===== src/rtl/mano_bus_regbank_if.sv =====
// rtl/mano_bus_regbank_if.sv - common bus, register and sequence counter signal bundle
// Optional wrap_flag signal present when REG_WRAP_FLAG_EN is defined.
interface mano_bus_regbank_if #(
    parameter int WIDTH = 16,
    parameter int NREG  = 6,
    parameter int SEL_W = 3,
    parameter int SC_W  = 4
);
    logic [SEL_W-1:0]       bus_sel;
    logic [WIDTH-1:0]       mem_in;
    logic [NREG-1:0]        ld;
    logic [NREG-1:0]        inc;
    logic [NREG-1:0]        clr;
    logic                   sc_en;
    logic                   sc_clr;
    logic [WIDTH-1:0]       bus_out;
    logic [NREG*WIDTH-1:0]  reg_q;
    logic [SC_W-1:0]        sc_q;
    logic [2**SC_W-1:0]     t_out;
`ifdef REG_WRAP_FLAG_EN
    logic [NREG-1:0]        wrap_flag;
`endif

    modport master (
        output bus_sel, mem_in, ld, inc, clr, sc_en, sc_clr,
        input  bus_out, reg_q, sc_q, t_out
`ifdef REG_WRAP_FLAG_EN
        , input wrap_flag
`endif
    );

    modport slave (
        input  bus_sel, mem_in, ld, inc, clr, sc_en, sc_clr,
        output bus_out, reg_q, sc_q, t_out
`ifdef REG_WRAP_FLAG_EN
        , output wrap_flag
`endif
    );
endinterface


===== src/rtl/mano_bus_regbank.sv =====
// rtl/mano_bus_regbank.sv - basic-computer register bank, common bus mux, sequence counter and timing decoder
// Optional sticky per-register wrap flag when REG_WRAP_FLAG_EN is defined.
module mano_bus_regbank #(
    parameter int WIDTH = 16,
    parameter int NREG  = 6,
    parameter int SEL_W = 3,
    parameter int SC_W  = 4
) (
    input  logic                clk,
    input  logic                rst,
    mano_bus_regbank_if.slave   bus_if
);
    localparam int NT = 2**SC_W;

    logic [WIDTH-1:0] regs_q [NREG];
    logic [WIDTH-1:0] regs_d [NREG];
    logic [WIDTH-1:0] bus_val;
    logic [SC_W-1:0]  sc_q, sc_d;
    logic [NT-1:0]    t_q, t_d;
`ifdef REG_WRAP_FLAG_EN
    logic [NREG-1:0]  wrap_q, wrap_d;
`endif

    // Selector values above NREG have no source and read as zero.
    always_comb begin
        bus_val = '0;
        if (bus_if.bus_sel == '0) begin
            bus_val = bus_if.mem_in;
        end
        for (int k = 0; k < NREG; k++) begin
            if (bus_if.bus_sel == SEL_W'(k + 1)) begin
                bus_val = regs_q[k];
            end
        end
    end

    always_comb begin
`ifdef REG_WRAP_FLAG_EN
        wrap_d = wrap_q;
`endif
        for (int k = 0; k < NREG; k++) begin
            regs_d[k] = regs_q[k];
            if (bus_if.clr[k]) begin
                regs_d[k] = '0;
            end else if (bus_if.ld[k]) begin
                regs_d[k] = bus_val;
            end else if (bus_if.inc[k]) begin
                regs_d[k] = regs_q[k] + WIDTH'(1);
            end
`ifdef REG_WRAP_FLAG_EN
            if (bus_if.clr[k] || bus_if.ld[k]) begin
                wrap_d[k] = 1'b0;
            end else if (bus_if.inc[k] && (&regs_q[k])) begin
                wrap_d[k] = 1'b1;
            end
`endif
        end
    end

    // Timing decode is taken from the next count so t_out is a clean register output.
    always_comb begin
        sc_d = sc_q;
        if (bus_if.sc_clr) begin
            sc_d = '0;
        end else if (bus_if.sc_en) begin
            sc_d = sc_q + SC_W'(1);
        end
        t_d       = '0;
        t_d[sc_d] = 1'b1;
    end

    always_ff @(posedge clk or posedge rst) begin
        if (rst) begin
            for (int k = 0; k < NREG; k++) begin
                regs_q[k] <= '0;
            end
            sc_q <= '0;
            t_q  <= NT'(1);
`ifdef REG_WRAP_FLAG_EN
            wrap_q <= '0;
`endif
        end else begin
            for (int k = 0; k < NREG; k++) begin
                regs_q[k] <= regs_d[k];
            end
            sc_q <= sc_d;
            t_q  <= t_d;
`ifdef REG_WRAP_FLAG_EN
            wrap_q <= wrap_d;
`endif
        end
    end

    for (genvar g = 0; g < NREG; g++) begin : g_reg_out
        assign bus_if.reg_q[g*WIDTH +: WIDTH] = regs_q[g];
    end

    assign bus_if.bus_out = bus_val;
    assign bus_if.sc_q    = sc_q;
    assign bus_if.t_out   = t_q;
`ifdef REG_WRAP_FLAG_EN
    assign bus_if.wrap_flag = wrap_q;
`endif
endmodule


===== src/flat_wrapper.sv =====
// flat-port wrapper written by rule: the top's interface ports become plain ports
module mano_bus_regbank_flat 
#(
    parameter int WIDTH = 16,
    parameter int NREG  = 6,
    parameter int SEL_W = 3,
    parameter int SC_W  = 4
)
  (clk, rst, bus_if_bus_sel, bus_if_mem_in, bus_if_ld, bus_if_inc, bus_if_clr, bus_if_sc_en, bus_if_sc_clr, bus_if_bus_out, bus_if_reg_q, bus_if_sc_q, bus_if_t_out);
  mano_bus_regbank_if #(.WIDTH(WIDTH), .NREG(NREG), .SEL_W(SEL_W), .SC_W(SC_W)) bus_if_i ();
  input  logic clk;
  input  logic rst;
  input wire logic [$bits(bus_if_i.bus_sel)-1:0] bus_if_bus_sel;
  input wire logic [$bits(bus_if_i.mem_in)-1:0] bus_if_mem_in;
  input wire logic [$bits(bus_if_i.ld)-1:0] bus_if_ld;
  input wire logic [$bits(bus_if_i.inc)-1:0] bus_if_inc;
  input wire logic [$bits(bus_if_i.clr)-1:0] bus_if_clr;
  input wire logic [$bits(bus_if_i.sc_en)-1:0] bus_if_sc_en;
  input wire logic [$bits(bus_if_i.sc_clr)-1:0] bus_if_sc_clr;
  output wire logic [$bits(bus_if_i.bus_out)-1:0] bus_if_bus_out;
  output wire logic [$bits(bus_if_i.reg_q)-1:0] bus_if_reg_q;
  output wire logic [$bits(bus_if_i.sc_q)-1:0] bus_if_sc_q;
  output wire logic [$bits(bus_if_i.t_out)-1:0] bus_if_t_out;
  assign bus_if_i.bus_sel = bus_if_bus_sel;
  assign bus_if_i.mem_in = bus_if_mem_in;
  assign bus_if_i.ld = bus_if_ld;
  assign bus_if_i.inc = bus_if_inc;
  assign bus_if_i.clr = bus_if_clr;
  assign bus_if_i.sc_en = bus_if_sc_en;
  assign bus_if_i.sc_clr = bus_if_sc_clr;
  assign bus_if_bus_out = bus_if_i.bus_out;
  assign bus_if_reg_q = bus_if_i.reg_q;
  assign bus_if_sc_q = bus_if_i.sc_q;
  assign bus_if_t_out = bus_if_i.t_out;
  mano_bus_regbank #(.WIDTH(WIDTH), .NREG(NREG), .SEL_W(SEL_W), .SC_W(SC_W)) u_core (.clk(clk), .rst(rst), .bus_if(bus_if_i));
endmodule

===== config.mk =====
export PLATFORM = sky130hd
export DESIGN_NAME = mano_bus_regbank_flat
export DESIGN_NICKNAME = d
export VERILOG_FILES = /design/src/rtl/mano_bus_regbank_if.sv /design/src/rtl/mano_bus_regbank.sv /design/src/flat_wrapper.sv
export SDC_FILE = /design/constraint.sdc
export NUM_CORES = 1
export LEC_CHECK = 0
export BUFFER_PORTS_ARGS = -buffer_cell sky130_fd_sc_hd__buf_4
export CORE_UTILIZATION = 29
export DETAILED_ROUTE_END_ITERATION = 8
export SETUP_SLACK_MARGIN = 0.15
export SLEW_MARGIN = 20
export SYNTH_ARGS = -nofsm -noshare
export SYNTH_HDL_FRONTEND = slang
export SYNTH_SLANG_ARGS = --single-unit

===== constraint.sdc =====
create_clock -name clk -period 5.1 [get_ports clk]
set_clock_uncertainty 0.15 [all_clocks]
set_input_delay 0.765 -clock clk [delete_from_list [all_inputs] [get_ports clk]]
set_output_delay 0.765 -clock clk [all_outputs]
set_load 0.02 [all_outputs]

# Word-level counts from Yosys, hierarchy flattened
# Cells that the tools add are included.
dict set report word_totals {
  reg_bits 116
  output_inout_bits 132
  inputBits 41
}
dict set report classes {
  mux 29
  n_reduce_logical 8
  order_cmp 2
  addsub 7
  eq_ne 6
}
# op count
set op_table {}
lappend op_table {{$mux W16} 25}
lappend op_table {{$add A16 B1 Y16 const B} 6}
lappend op_table {{$reduce_bool A3 Y1} 6}
lappend op_table {{$eq A3 B3 Y1 const B} 3}
lappend op_table {{$mux W4} 2}
lappend op_table {{$eq A3 B2 Y1 const B} 2}
lappend op_table {{$lt A4 B5 Y1 const B} 1}
lappend op_table {{$add A4 B1 Y4 const B} 1}
lappend op_table {{$demux W1 S4} 1}
lappend op_table {{$ge A4 B1 Y1 const B} 1}
lappend op_table {{$eq A3 B1 Y1 const B} 1}
lappend op_table {{$logic_not A3 Y1} 1}
lappend op_table {{$logic_and A1 B1 Y1} 1}
lappend op_table {{$mux W1} 1}

# Depth between registers and ports, before layout
dict set report depth {
  word_depth 10
  ltp_mapped 8
  ltp_nobuf 6
}

# Least setup slack after synthesis
# OpenSTA, ideal clock, no wires.
dict set report synth_timing {
  kind {in2out}
  startpoint {in bus_if_bus_sel[1]}
  endpoint {out bus_if_bus_out[3]}
  arrival_time_ns 1.924
  cell_stages 7
  required_time_ns 4.185
  setup_slack_ns 2.261
  path_cell_list {buf_6 -> buf_6 -> mux2_2 -> a22oi_1 -> nor2_1 -> o21ai_2 -> inv_1}
}
dict set report synth_between {
  elab_chain_len 8
  word_cells_on_any_way 14
  classes_between {eq/ne: 6; mux: 7; reduce/logical: 1}
}
# element line_no
set synth_rtl {}
lappend synth_rtl {{start: declaration} flat_wrapper.sv:13} ;# input wire logic [$bits(bus_if_i.bus_sel)-1:0] bus_if_bus_sel;
lappend synth_rtl {{$logic_not A3 Y1} mano_bus_regbank.sv:27} ;# if (bus_if.bus_sel == '0) begin
lappend synth_rtl {{$mux W16} mano_bus_regbank.sv:27}
lappend synth_rtl {{$mux W16 (5 in series)} mano_bus_regbank.sv:31} ;# if (bus_if.bus_sel == SEL_W'(k + 1)) begin
lappend synth_rtl {{$mux W16 (*)} mano_bus_regbank.sv:31}
lappend synth_rtl {{end: declaration} flat_wrapper.sv:20} ;# output wire logic [$bits(bus_if_i.bus_out)-1:0] bus_if_bus_out;
# Mark *: on every way between the ends. The rest lies on a longest branch, timed or not.

# Worst setup path after layout
dict set report layout_timing {
  startpoint {in bus_if_bus_sel[1]}
  endpoint {out bus_if_bus_out[5]}
}
# The elaborated chain is that of the path after synthesis.

==> metrics.log <==
[metrics] run status: completed
[metrics] Vert. Die Dim: about 160 µm
[metrics] detailed-route wire length on metal 1: 12900 µm
[metrics] TritonCTS clock tree: built
[metrics] highest ir drop seen on vdd: about 0.00019 V
[metrics] clock latency on the worst-skew pair: 430 ps
[metrics] number of buffers between clock root and the deepest sink: 2
[metrics] die outline width: 162 µm
[metrics] count of input and output buffers: ~170
[metrics] flop and latch count out of synthesis: roughly 120
[metrics] wire length per cell after detailed routing: approximately 23 µm
[metrics] Cells after DPL: 1277
[metrics] Final Instance Count excl. Fillers: 1309
[metrics] portion of the clock cycle consumed by the worst path in the final layout: 70.8%
[metrics] number of global-route vias before repair: 6862
[metrics] number of enable-type register cells in the synthesized netlist: 0
[metrics] number of I/O pins: 173
[metrics] final setup violation count: 0
[metrics] synthesized cell area: approximately 7400 µm²
[metrics] HPWL after detailed placement: 21700 µm
[metrics] max incr delay on CP: 500 ps
[metrics] multi-input combinational cell area: 4090 µm²
[metrics] Routed WL: around 30000 µm
[metrics] number of distinct library cells after synthesis: 57
[metrics] Worst Path Arrival: 2700 ps
[metrics] Core Box Area: ~25000 µm²
[metrics] number of levels the H-tree was split into: 4
[metrics] type of destination of the critical path: primary output
[metrics] DIE AREA: 26100 µm²
[metrics] overall routing resource usage: 22.9%
[metrics] Worst Max-Slew Pin Slew: 729 ps
[metrics] DRT Pass-1 Iters: 5
[metrics] required time reported for the critical path endpoint: between 4000 and 5000 ps
[metrics] post-place setup slack: roughly 1500 ps
[metrics] crit path cell chain: buf_4, mux2_2, a22oi_1, nor2_1, o21ai_2, inv_1, buf_4
[metrics] number of violations reported at the end of detailed-routing iteration 0: between 800 and 900
[metrics] RSZ-0062 raised after global routing: false
[metrics] DRT antenna net count: 0
[metrics] Worst path most repeated cell: buf_4
[metrics] uppermost signal routing layer after detailed routing: met4
[metrics] Worst Slack Setup Final: 1490 ps
[metrics] top fanout value on the critical path: 44
[metrics] initial core utilization: 29.4%
[metrics] min-delay worst type: in -> async
[metrics] number of buffers created by CTS: 17
[metrics] CTS resizes: 0
[metrics] Layout Area Growth over Synthesis: 28.5%
[metrics] sequential element share of the synthesized area: between 30% and 40%
[metrics] Synth Flop Type: dfrtp_1
[metrics] post-detailed-route via-to-cell ratio: 5.55
[metrics] number of DRC violations after detailed routing: 0
[metrics] Sum Neg Setup Slack: 0 ps
[metrics] Hold Violations, Final: 0
[metrics] number of warnings issued by yosys: 0
[metrics] number of antenna violations at the first check in global routing: 0
[metrics] internal reg-to-reg setup slack: 2860 ps
[metrics] via count: ~7300
[metrics] number of cells produced by synthesis: 812
[metrics] setup fix buffers added after clock tree synthesis: 0
[metrics] wire length on met2: roughly 13000 µm
[metrics] max-slew violation count: 0
[metrics] slowest library cell on the worst path: o21ai_2
[metrics] number of fill cells in the layout: 2603
[metrics] Highest Clock Rate: 277 MHz
[metrics] final critical delay including setup and external delays: 3610 ps
[metrics] critical path class: in -> out
[metrics] asr flop ratio synth: 100%
[metrics] cell leakage power: 4.26 nW
[metrics] final core utilization: 37.8%
[metrics] final weighted congestion in routability-driven placement: roughly 0.96
[metrics] Slew Limit Headroom: 51.4%
[metrics] wire length on met3: 2930 µm
[metrics] post-synthesis average cell area: roughly 9.1 µm²
[metrics] final instance area: approximately 9500 µm²
[metrics] number of placement rows: 58
[metrics] TritonCTS Sinks: 116
[metrics] final net count: 1014
[metrics] remaining global-route overflow: 0
[metrics] power density relative to cell area: between 300 and 400 nW/µm²
[metrics] share of cells above drive strength 1: between 20% and 30%
[metrics] cell area after placement: about 8900 µm²
[metrics] maximum number of pins on one net before global-route repair: 55
[metrics] Synthesized Nets: 860
[metrics] Reg area: 2900 µm²
[metrics] CTS root buf: clkbuf_16
[metrics] startpoint type of the worst setup path: primary input
[metrics] cts hold-fix bufs: 0
[metrics] register clock-pin slew on the reported worst setup and hold paths: approximately 60 ps
[metrics] Antenna diodes: 0
[metrics] global-route wire length before repair: 44000 µm
[metrics] count of max-cap constraint violations: 0
-- worst paths after layout --
kind	from	endpoint	depth (start not counted)
setup / recovery	bus_if_bus_sel[1]	bus_if_bus_out[5]	7
hold / removal	rst	u_core.bus_if.t_out[13]	2
setup reg to reg	u_core.bus_if.reg_q[16]	u_core.bus_if.reg_q[30]	5
hold reg to reg	u_core.bus_if.sc_q[3]	u_core.bus_if.sc_q[3]	2
max in group asynchronous	rst	u_core.bus_if.reg_q[65]	3
min in group clk	bus_if_clr[2]	u_core.bus_if.reg_q[47]	2
-- logic make-up after synthesis --
family	count (synthesis)	share of synthesized area, %
compound gates	224	20.1
xor+xnor	87	10.3
fa+ha+maj	7	1.18
buf+inv	82	5.40
flops	116	39.3
mux	39	5.89
simple gates	257	17.9
-- per-layer routing --
layer / vias up / GRT usage (%)
met1: 3525 / 31.3
li1: 3256 / -
met5: - / 0
met3: 70 / 6.77
met2: 411 / 33.9
met4: 0 / 8.70
-- worst max-delay path, delay by kind of cell --
family                 cells  cell delay, ps
AND/OR/NAND/NOR            1              90
buffers and inverters      3             730
AO/OA/AOI/OAI              2             650
multiplexers               1             410
-- cell usage after synthesis, types with 3 or more instances --
| master | n | area (µm²) |
|---|---|---|
| dfrtp_1 | 115 | 2880 |
| nand3_1 | 23 | 115 |
| ha_1 | 7 | 87.6 |
| nand4_2 | 5 | 62.6 |
| nor4_2 | 4 | 50.1 |
| mux2_2 | 23 | 259 |
| nor2b_1 | 4 | 25.0 |
| buf_4 | 4 | 30.0 |
| a21oi_1 | 58 | 290 |
| a211oi_2 | 10 | 125 |
| nor3b_1 | 3 | 22.5 |
| and4_1 | 6 | 52.6 |
| nor3_1 | 11 | 55.1 |
| o22ai_1 | 27 | 169 |
| buf_1 | 3 | 11.3 |
| xor2_1 | 39 | 342 |
| buf_6 | 8 | 90.1 |
| nand4_1 | 30 | 188 |
| a32oi_1 | 3 | 26.3 |
| buf_2 | 11 | 55.1 |
| o211a_1 | 5 | 50.1 |
| nand2_1 | 57 | 214 |
| a22oi_1 | 14 | 105 |
| o21ai_1 | 4 | 20.0 |
| nand2b_1 | 5 | 31.3 |
| o21ai_0 | 52 | 260 |
| a22o_1 | 4 | 35.0 |
| mux2i_1 | 12 | 120 |
| mux2_1 | 3 | 33.8 |
| and3_1 | 5 | 31.3 |
| inv_1 | 34 | 128 |
| o221ai_1 | 3 | 26.3 |
| clkbuf_1 | 17 | 63.8 |
| a211oi_1 | 21 | 158 |
| nor4_1 | 16 | 100 |
| nor2_1 | 76 | 285 |
| inv_2 | 3 | 11.3 |
| o21ai_2 | 12 | 105 |
| xnor2_1 | 48 | 420 |
| or2_2 | 7 | 43.8 |
-- cell usage in the layout, fill, tap and decap left out, drive strengths merged, types with 2 or more instances in the layout --
master,n
buf,180
dfrtp,115
nor2,76
o21ai,69
a21oi,58
nand2,57
xnor2,48
inv,42
xor2,39
nand4,35
a211oi,31
o22ai,29
mux2,26
nand3,23
nor4,20
clkbuf,17
a22oi,14
mux2i,12
nor3,11
or2,8
ha,7
and4,6
clkinv,6
and3,5
nand2b,5
o211a,5
nor2b,5
a22o,4
a32oi,3
o221ai,3
nor3b,3
and3b,2
bufinv,2
clkinvlp,2
-- sequential cells by signal (all words and copies together) (netlist names) --
signal / flops
u_core.bus_if.reg_q: 96
u_core.bus_if.sc_q: 4
u_core.bus_if.t_out: 16
-- area by class of cell --
type	instances	share of cell area (%)
multi-input combinational	614	43.1
sequential	116	30.6
timing repair buffer	180	14.2
clock buffer	17	4.48
tap	330	4.35
clock inverter	15	1.81
inverter	37	1.49
-- metrics by stage --
step                hold slack (ps)  power [mW]
finish                          116        2.94
global route                    122        3.05
CTS                             108        2.95
detailed placement              505        1.72
global placement                525        1.72
floorplan                       573        1.43
-- power breakdown --
part | switching, mW | internal (mW)
clock | 0.497 | 0.730
sequential | 0.130 | 0.977
combinational | 0.375 | 0.236
total | 1.00 | 1.94
No activity file was read; power rests on OpenSTA's default activity.
